File: config.mk
export PLATFORM = sky130hd
export DESIGN_NAME = apb_regbank_slave
export DESIGN_NICKNAME = d
export VERILOG_FILES = /design/src/rtl/ahb2apb_pkg.sv /design/src/rtl/apb_wait_counter.sv /design/src/rtl/apb_regbank_slave.sv
export SDC_FILE = /design/constraint.sdc
export NUM_CORES = 1
export LEC_CHECK = 0
export BUFFER_PORTS_ARGS = -buffer_cell sky130_fd_sc_hd__buf_2
export CORE_ASPECT_RATIO = 1.75
export CORE_MARGIN = 5
export CORE_UTILIZATION = 56
export CTS_CLUSTER_SIZE = 10
export DETAILED_ROUTE_END_ITERATION = 8
export PLACE_DENSITY_LB_ADDON = 0.1
export SLEW_MARGIN = 10
export SYNTH_ARGS = -nofsm -noshare
export SYNTH_HDL_FRONTEND = slang
export SYNTH_HIERARCHICAL = 1
export SYNTH_SLANG_ARGS = --single-unit
File: constraint.sdc
create_clock -name hclk -period 4.15 [get_ports hclk]
set_input_delay 0 -clock hclk [delete_from_list [all_inputs] [get_ports hclk]]
set_output_delay 0 -clock hclk [all_outputs]
set_load 0.02 [all_outputs]
File: src/rtl/ahb2apb_pkg.sv
// Shared types and constants for the APB side of the AHB-to-APB bridge:
// completer FSM states, register-bank constants and error classification.
package ahb2apb_pkg;

    typedef enum logic {
        ST_IDLE,
        ST_ACCESS
    } apb_state_t;

    typedef enum logic [1:0] {
        ERR_NONE,
        ERR_MISALIGN,
        ERR_RANGE,
        ERR_READ_ONLY
    } apb_err_t;

    localparam logic [31:0] ID_VALUE    = 32'hA2B0_0001;
    localparam int unsigned REG_IDX_LSB = 2;
    localparam int unsigned WAIT_CNT_W  = 4;

endpackage

File: src/rtl/apb_wait_counter.sv
// Loadable down-counter for APB wait-state insertion; saturates at zero.
module apb_wait_counter
    import ahb2apb_pkg::*;
#(
    parameter int unsigned WIDTH = WAIT_CNT_W
) (
    input  logic             clk,
    input  logic             rst,
    input  logic             load,
    input  logic [WIDTH-1:0] load_val,
    input  logic             dec,
    output logic [WIDTH-1:0] count,
    output logic             zero
);

    always_ff @(posedge clk) begin
        if (rst) begin
            count <= '0;
        end else if (load) begin
            count <= load_val;
        end else if (dec && (count != '0)) begin
            count <= count - 1'b1;
        end
    end

    assign zero = (count == '0);

endmodule

File: src/rtl/apb_regbank_slave.sv
// APB3 completer with a small register bank (register 0 = read-only ID),
// programmable wait states and pslverr on misaligned/out-of-range/RO accesses.
module apb_regbank_slave
    import ahb2apb_pkg::*;
#(
    parameter int unsigned ADDR_WIDTH  = 32,
    parameter int unsigned DATA_WIDTH  = 32,
    parameter int unsigned NUM_REGS    = 8,
    parameter int unsigned WAIT_STATES = 1
) (
    input  logic                  hclk,
    input  logic                  hreset,
    input  logic                  psel,
    input  logic                  penable,
    input  logic                  pwrite,
    input  logic [ADDR_WIDTH-1:0] paddr,
    input  logic [DATA_WIDTH-1:0] pwdata,
    output logic                  pready,
    output logic [DATA_WIDTH-1:0] prdata,
    output logic                  pslverr
);

    localparam int unsigned IDX_W = ADDR_WIDTH - REG_IDX_LSB;
    localparam int unsigned SEL_W = (NUM_REGS > 1) ? $clog2(NUM_REGS) : 1;
    localparam logic [IDX_W-1:0]      NUM_IDX   = IDX_W'(NUM_REGS);
    localparam logic [WAIT_CNT_W-1:0] WAIT_LOAD = WAIT_CNT_W'(WAIT_STATES);
    localparam logic [WAIT_CNT_W-1:0] CNT_ONE   = WAIT_CNT_W'(1);

    apb_state_t state, state_nxt;

    logic [ADDR_WIDTH-1:0] addr_q;
    logic                  write_q;
    logic [DATA_WIDTH-1:0] wdata_q;

    logic                  load, dec, commit, done_nxt;
    logic [WAIT_CNT_W-1:0] count;
    logic                  zero;

    logic [ADDR_WIDTH-1:0] eff_addr;
    logic                  eff_write;
    logic [IDX_W-1:0]      idx;
    apb_err_t              err;
    logic [DATA_WIDTH-1:0] rd_val;

    logic [DATA_WIDTH-1:0] regs [NUM_REGS];

    apb_wait_counter #(
        .WIDTH(WAIT_CNT_W)
    ) u_wait_counter (
        .clk      (hclk),
        .rst      (hreset),
        .load     (load),
        .load_val (WAIT_LOAD),
        .dec      (dec),
        .count    (count),
        .zero     (zero)
    );

    always_ff @(posedge hclk) begin
        if (hreset) begin
            state <= ST_IDLE;
        end else begin
            state <= state_nxt;
        end
    end

    always_comb begin
        state_nxt = state;
        case (state)
            ST_IDLE:   if (psel && !penable) state_nxt = ST_ACCESS;
            ST_ACCESS: begin
                if (!psel) begin
                    state_nxt = ST_IDLE;
                end else if (penable && zero) begin
                    state_nxt = ST_IDLE;
                end
            end
            default:   state_nxt = ST_IDLE;
        endcase
    end

    // pready is registered, so completion is predicted one cycle ahead:
    // at setup when there are no wait states, else on the last wait cycle.
    always_comb begin
        load     = 1'b0;
        dec      = 1'b0;
        commit   = 1'b0;
        done_nxt = 1'b0;
        case (state)
            ST_IDLE: begin
                load     = psel && !penable;
                done_nxt = load && (WAIT_STATES == 0);
            end
            ST_ACCESS: begin
                dec      = psel && penable && !zero;
                commit   = psel && penable && zero;
                done_nxt = dec && (count == CNT_ONE);
            end
            default: ;
        endcase
    end

    // Decode the live bus during setup so a zero-wait response can be formed
    // in the same edge that latches the request.
    assign eff_addr  = load ? paddr  : addr_q;
    assign eff_write = load ? pwrite : write_q;
    assign idx       = eff_addr[ADDR_WIDTH-1:REG_IDX_LSB];

    always_comb begin
        err = ERR_NONE;
        if (eff_addr[REG_IDX_LSB-1:0] != '0) begin
            err = ERR_MISALIGN;
        end else if (idx >= NUM_IDX) begin
            err = ERR_RANGE;
        end else if (eff_write && (idx == '0)) begin
            err = ERR_READ_ONLY;
        end
    end

    always_comb begin
        rd_val = '0;
        if (idx == '0) begin
            rd_val = DATA_WIDTH'(ID_VALUE);
        end else if (idx < NUM_IDX) begin
            rd_val = regs[idx[SEL_W-1:0]];
        end
    end

    always_ff @(posedge hclk) begin
        if (hreset) begin
            addr_q  <= '0;
            write_q <= 1'b0;
            wdata_q <= '0;
            pready  <= 1'b0;
            pslverr <= 1'b0;
            prdata  <= '0;
            for (int unsigned i = 0; i < NUM_REGS; i++) begin
                regs[i] <= '0;
            end
        end else begin
            if (load) begin
                addr_q  <= paddr;
                write_q <= pwrite;
                wdata_q <= pwdata;
            end
            pready  <= done_nxt;
            pslverr <= done_nxt && (err != ERR_NONE);
            prdata  <= (done_nxt && !eff_write && (err == ERR_NONE)) ? rd_val : '0;
            if (commit && write_q && (err == ERR_NONE)) begin
                regs[idx[SEL_W-1:0]] <= wdata_q;
            end
        end
    end

endmodule
==> results of run 1 <==
==> flip-flops by register name, indices dropped and copies added, names as in the netlist <==
name                  count
regs                    237
addr_q                   32
pready                    1
write_q                   1
u_wait_counter/count      4
state                     1
wdata_q                  32
prdata                   32
pslverr                   1
==> power groups by stage <==
| stage | Clock, mW | Combinational (mW) | Sequential, mW |
|---|---|---|---|
| 3_3_place_gp | 0 | 0.412 | 3.86 |
| 6_report | 3.17 | 0.473 | 3.80 |
| 5_1_grt | 3.36 | 0.507 | 3.80 |
| 4_1_cts | 3.20 | 0.468 | 3.79 |
| 2_1_floorplan | 0 | 0.250 | 3.85 |
| 3_5_place_dp | 0 | 0.417 | 3.86 |
==> cells in the final DEF (no fill, tap or decap), types with 4 or more instances in the layout <==
| cell | n |
|---|---|
| a21o_1 | 18 |
| a21oi_1 | 64 |
| a221oi_1 | 18 |
| a222oi_1 | 16 |
| a22o_1 | 9 |
| a22oi_1 | 24 |
| a31oi_1 | 29 |
| and3_1 | 4 |
| buf_12 | 5 |
| buf_2 | 101 |
| buf_4 | 29 |
| clkbuf_1 | 30 |
| clkbuf_16 | 41 |
| conb_1 | 17 |
| dfxtp_1 | 104 |
| dlygate4sd3_1 | 70 |
| edfxtp_1 | 237 |
| inv_1 | 11 |
| mux2_2 | 7 |
| mux2i_1 | 9 |
| mux2i_2 | 6 |
| nand2_1 | 209 |
| nand3_1 | 4 |
| nand3b_1 | 7 |
| nand4_1 | 4 |
| nor2_1 | 246 |
| nor3_1 | 5 |
| nor3b_1 | 8 |
| nor4_1 | 16 |
| o211ai_1 | 7 |
| o21bai_4 | 7 |
| o22ai_1 | 6 |
==> critical path, cell delays in order, from the launching register on <==
cell	delay [ns]
dfxtp_1	0.63
nor3b_1	0.59
mux2_2	0.69
o211ai_1	0.28
o21bai_4	0.17
buf_4	0.44
==> stage by stage <==
stage | cell area (um2) | std cells | worst slack, ns | util (%) | hold WS (ns)
floorplan | 13770 | 1223 | 0.6032 | - | 0.07214
global placement | 14700 | 1588 | 1.113 | 60.97 | 0.2194
detailed placement | 14700 | 1588 | 1.097 | 60.97 | 0.2258
CTS | 16570 | 1732 | 1.064 | 68.70 | 0.009332
global route | 16570 | 1732 | 0.8442 | 68.70 | 0.02344
finish | 16570 | 1732 | 0.9648 | 68.70 | 0.01959
==> metal layers <==
layer	vias to the layer above	wire [um]	global-route usage (%)
met1	4961	13420	31.75
met3	126	2349	3.901
met4	0	2184	14.59
li1	4703	-	-
met5	-	0	0
met2	470	20540	49.76
==> what timing repair did <==
item                                   CTS  global route
hold buffers                            70             0
setup buffers                            0             0
endpoints found under the hold margin   67             0
==> layout make-up <==
type	count	area, um2	area share, %
Clock buffer	71	1139	6.872
Clock inverter	3	26.28	0.1586
Inverter	12	45.04	0.2719
Multi-Input combinational cell	792	4250	25.65
Sequential cell	341	9199	55.52
Tap cell	308	385.4	2.326
Timing Repair Buffer	205	1524	9.198
==> kinds of logic (layout without fill, tap and decap cells) <==
group	Yosys count	count (layout)	synth area share, %
multiplexers	23	23	1.916
AND/OR/NAND/NOR	529	529	16.30
adder cells (fa/ha/maj)	1	1	0.09121
flip-flops	341	341	67.07
AO/OA/AOI/OAI	222	222	11.54
other	2	17	0.05475
buffers and inverters	90	291	3.029
==> path summary, 6_finish.rpt <==
| kind | startpoint | end | slack, ns | cells after the start |
|---|---|---|---|---|
| worst max-delay path | addr_q[2]$_SDFF_PP0_ | regs[1][17]$_SDFFCE_PN0P_ | 0.96 | 5 |
| worst min-delay path | psel | pready$_SDFF_PP0_ | 0.02 | 3 |
| worst max register to register | addr_q[2]$_SDFF_PP0_ | regs[1][17]$_SDFFCE_PN0P_ | 0.96 | 5 |
| worst min register to register | addr_q[26]$_SDFF_PP0_ | addr_q[26]$_SDFF_PP0_ | 0.45 | 2 |
==> results.yml, run 1 <==
sta:
  worst_pin_slew_ns: 0.9273
  fmaxAchievable_mhz: 314.0
  hold_violations: 0
  tns_ns: 0
  drv_slew: 0
  finalCritPeriodShare_pct: 76.75
  finalClockSkew_ns: 0.01601
  final-setup-viol-count: 0
  relSlewSlack_pct: 38.18
  rsz0062_at_grt: "false"
  final.min_clock_period_ns: 3.185
power:
  power.switching_mw: 1.649
  swShare_pct: 22.18
  power.share.combinational_pct: 6.4
  powerDensity_mw_per_mm2: 448.6
  ir_drop_mv: 0.3661
  p_int_mw: 5.784
  seqPwrFrac_pct: 51.1
  total_power_mw: 7.433
  p_leak_nw: 5.843
  clock_power_share_pct: 42.6
synthesis:
  synth-edff-count: 237
  avgSynthCellArea_um2: 11.35
  synth_top_cell_by_area: "edfxtp_1"
  syn_inst: 1208
  seq_area_frac_synth_pct: 67.07
  synth_common_cells: "246 x nor2_1, 237 x edfxtp_1, 209 x nand2_1, 104 x dfxtp_1, 64 x a21oi_1"
  synthFlopType: "edfxtp_1"
  synth_top_area_share_pct: 51.89
  ys_warn_count: 6
  yosys.cell_count.top_type: "nor2_1"
  synth_seq_cells: 341
  ys_types: 72
  syn-cell-area_mm2: 0.01372
  synth.area.top_cells: "edfxtp_1 52%, dfxtp_1 15%, nor2_1 6.7%, nand2_1 5.7%, a21oi_1 2.3%"
  async_reset_ff_share_pct: 0
setup_path:
  cp.required_ns: 4.32
  start_kind: "flip-flop"
  critPathArrivalTime_ns: 3.36
  path_max_fanout: 32
  crit_type: "reg -> reg"
  critPathCaptureType: "flip-flop"
cells_and_area:
  final_nets: 1462
  nFillCells: 1804
  drive_above_1_share_pct: 14.96
  syn_to_final_growth_pct: 20.80
  antenna_cells: 0
grt:
  grt_start_max_net_pins: 81
  antenna_found_initial: 0
  globalRouteOverflowTotal: 0
  grt_pass1_wl_um: 58460
  grt.total_usage_pct: 27.80
  grt_pass1_vias: 10220
run_status:
  outcome: "completed"
drt:
  drc_errors: 0
  ant_nets: 0
  wl_um: 38490
  viasPerCell: 5.924
  dr.pass1.iters: 5
  vias: 10260
  routedWlPerCell_um: 22.22
  initialDrtViolationCount: 880
die:
  core_area_mm2: 0.02412
  initial_core_util_pct: 56.87
  rows: 75
  die_w_um: 128.3
  die_h_um: 217.0
  pin_count: 103
  dieArea_mm2: 0.02784
cts:
  htreeDepth: 2
  worstSkewPairLatency_ns: 0.54
  cts_buffer_depth: 3
  clockRootBuffer: "clkbuf_16"
  tritoncts: "yes"
  cts_num_sinks: 341
  cts_resized: 0
  path_clk_slew_ns: 0.06
  numCtsBuffers: 40
worst_hold_path:
  hold_class: "in -> reg"
placed_design:
  dp_hpwl_um: 23930
  portBuffers: 102
  place_congestion: 0.8780
run:
  maxCapViolations: 0
No activity file was read; power rests on OpenSTA's default activity.
==> run 2, diff against run 1 <==
--- a/config.mk
+++ b/config.mk
@@ -8,7 +8,7 @@
 export BUFFER_PORTS_ARGS = -buffer_cell sky130_fd_sc_hd__buf_2
 export CORE_ASPECT_RATIO = 1.75
 export CORE_MARGIN = 5
-export CORE_UTILIZATION = 56
+export CORE_UTILIZATION = 54
 export CTS_CLUSTER_SIZE = 10
 export DETAILED_ROUTE_END_ITERATION = 8
 export PLACE_DENSITY_LB_ADDON = 0.1
==> constraint.sdc (replaced) <==
create_clock -name hclk -period 2.9 [get_ports hclk]
set_input_delay 0 -clock hclk [delete_from_list [all_inputs] [get_ports hclk]]
set_output_delay 0 -clock hclk [all_outputs]
set_load 0.02 [all_outputs]
==> run 2 against run 1 <==
First-iteration DRC count grew 8.2%. Worst hold slack gained 0.026 ns. The flow now finishes with violations (DRC). Design area grew 1.4%. Clock-buffer cell count grew 1. Cell count grew 1.9%. Via count grew 0.85%. Flip-flop and latch count is the same. Highest routed layer unchanged.
==> results.yml, run 2 (synthesized netlist as in run 1, its figures left out) <==
run_status:
  outcome: "finished, violations left"
  violations: "DRC"
die:
  die_h_um: 220.8
  rows: 77
  die_w_um: 130.5
  core_area_mm2: 0.02515
  pin_count: 103
  initial_core_util_pct: 54.55
  dieArea_mm2: 0.02881
cells_and_area:
  layout_commonest_cell: "nor2_1"
  syn_to_final_growth_pct: 22.45
  nFillCells: 1923
  largest-register: "regs"
  regArea_mm2: 0.009199
  final_cell_mix: "246 x nor2_1, 237 x edfxtp_1, 209 x nand2_1"
  largest_reg_flops: 237
  multi_input_comb_area_mm2: 0.004268
  final_nets: 1487
  drive_above_1_share_pct: 16.63
  antenna_cells: 0
  stdcell_area_mm2: 0.01679
sta:
  relSlewSlack_pct: 48.13
  rsz0062_at_grt: "false"
  final-setup-viol-count: 0
  fmaxAchievable_mhz: 370.2
  finalClockSkew_ns: 0.02958
  whs_ns: 0.04593
  finalCritPeriodShare_pct: 93.14
  tns_ns: 0
  drv_slew: 0
  hold_violations: 0
  final.min_clock_period_ns: 2.701
  worst_pin_slew_ns: 0.7744
drt:
  dr.pass1.iters: 9
  viasPerCell: 5.862
  routedWlPerCell_um: 21.94
  drc_errors: 2
  initialDrtViolationCount: 952
  vias: 10350
  ant_nets: 0
  wl_um: 38720
setup_path:
  crit_buf_inv: 2
  crit_start: "state$_SDFF_PP0_"
  crit_family: "simple AND/OR/NAND/NOR gates"
  slowest_delay_ns: 0.58
  path_max_fanout: 33
  critPathCaptureType: "flip-flop"
  r2r_slack_ns: 0.20
  crit_slowest_cell: "a31oi_1"
  crit_type: "reg -> reg"
  crit_chain: "or3b_4 > inv_2 > buf_4 > and3_1 > a31oi_1 > o22ai_1 > nor4_1"
  start_kind: "flip-flop"
  r2r-end: "prdata[20]$_SDFF_PP0_"
  critPathArrivalTime_ns: 3.11
  r2r_start: "state$_SDFF_PP0_"
  cp.required_ns: 3.31
  rr_worst_depth: 7
cts:
  worstSkewPairLatency_ns: 0.54
  cts_num_sinks: 341
  htreeDepth: 2
  post-cts-setup-buffers: 0
  cts_buffer_depth: 3
  tritoncts: "yes"
  clockRootBuffer: "clkbuf_16"
  numCtsBuffers: 40
  path_clk_slew_ns: 0.06
grt:
  grt.total_usage_pct: 27.27
  met2_usage_pct: 47.73
  use_met1_pct: 32.70
  grt_pass1_wl_um: 59460
  grt_start_max_net_pins: 69
  grt.busiest_layer: "met2"
  antenna_found_initial: 0
  grt_pass1_vias: 10460
  globalRouteOverflowTotal: 0
  met3_usage_pct: 4.054
placed_design:
  portBuffers: 102
  placed_area_mm2: 0.01489
  place_congestion: 0.8614
  dp_hpwl_um: 23600
power:
  p_leak_nw: 5.982
  ir_drop_mv: 0.5355
  total_power_mw: 10.72
  powerDensity_mw_per_mm2: 638.2
worst_hold_path:
  hold_class: "in -> reg"
  hold_path_end: "addr_q[2]$_SDFF_PP0_"
  whs_path_depth: 4
  hold_start: "paddr[2]"
run:
  maxCapViolations: 0
==> run 2: repair_timing <==
| action | in CTS | in global routing |
|---|---|---|
| endpoints found under the hold margin | 77 | 0 |
| hold buffers | 70 | 0 |
| gates resized for setup | 0 | 3 |
| endpoints found under the setup margin | 0 | 26 |
==> run 2: worst max-delay path by stage <==
stage / end / cells after the start
2_1_floorplan: regs[1][0]$_SDFFCE_PN0P_ / 6
3_3_place_gp: regs[1][15]$_SDFFCE_PN0P_ / 5
3_5_place_dp: prdata[31]$_SDFF_PP0_ / 9
4_1_cts: prdata[31]$_SDFF_PP0_ / 9
5_1_grt: regs[3][5]$_SDFFCE_PN0P_ / 7
6_report: prdata[20]$_SDFF_PP0_ / 7
==> run 2: metrics by stage <==
| step | std cells | util [%] | setup slack (ns) |
|---|---|---|---|
| floorplan | 1223 | - | 0.02013 |
| global placement | 1621 | 59.21 | 0.1361 |
| detailed placement | 1621 | 59.21 | 0.06895 |
| CTS | 1765 | 66.72 | 0.05412 |
| global route | 1765 | 66.79 | 0.007604 |
| finish | 1765 | 66.79 | 0.1990 |
==> run 2: area by class of cell <==
| type | count | area share [%] |
|---|---|---|
| flip-flops and latches | 341 | 54.77 |
| inverters | 12 | 0.2682 |
| multi-input cells | 792 | 25.41 |
| well taps | 316 | 2.354 |
| repair buffers | 230 | 10.12 |
| clock buffers | 72 | 6.928 |
| clock inverters | 2 | 0.1490 |
==> run 2: worst register-to-register path: stages (launching register included) <==
cell     delay (ns)
dfxtp_1        0.35
or3b_4         0.48
inv_2          0.18
buf_4          0.25
and3_1         0.20
a31oi_1        0.58
o22ai_1        0.14
nor4_1         0.40
==> run 2: power by group <==
part           total (mW)  switching, mW  internal (mW)  leakage (nW)
Sequential           5.42         0.0657           5.36          3.29
Clock                4.59           1.88           2.71         0.564
Combinational       0.706          0.423          0.283          2.13
==> run 2: per-layer routing <==
metal	up-vias	routed length, um
met5	-	0
met4	0	1645
met3	104	2500
met2	451	20410
met1	5036	14160
li1	4756	-
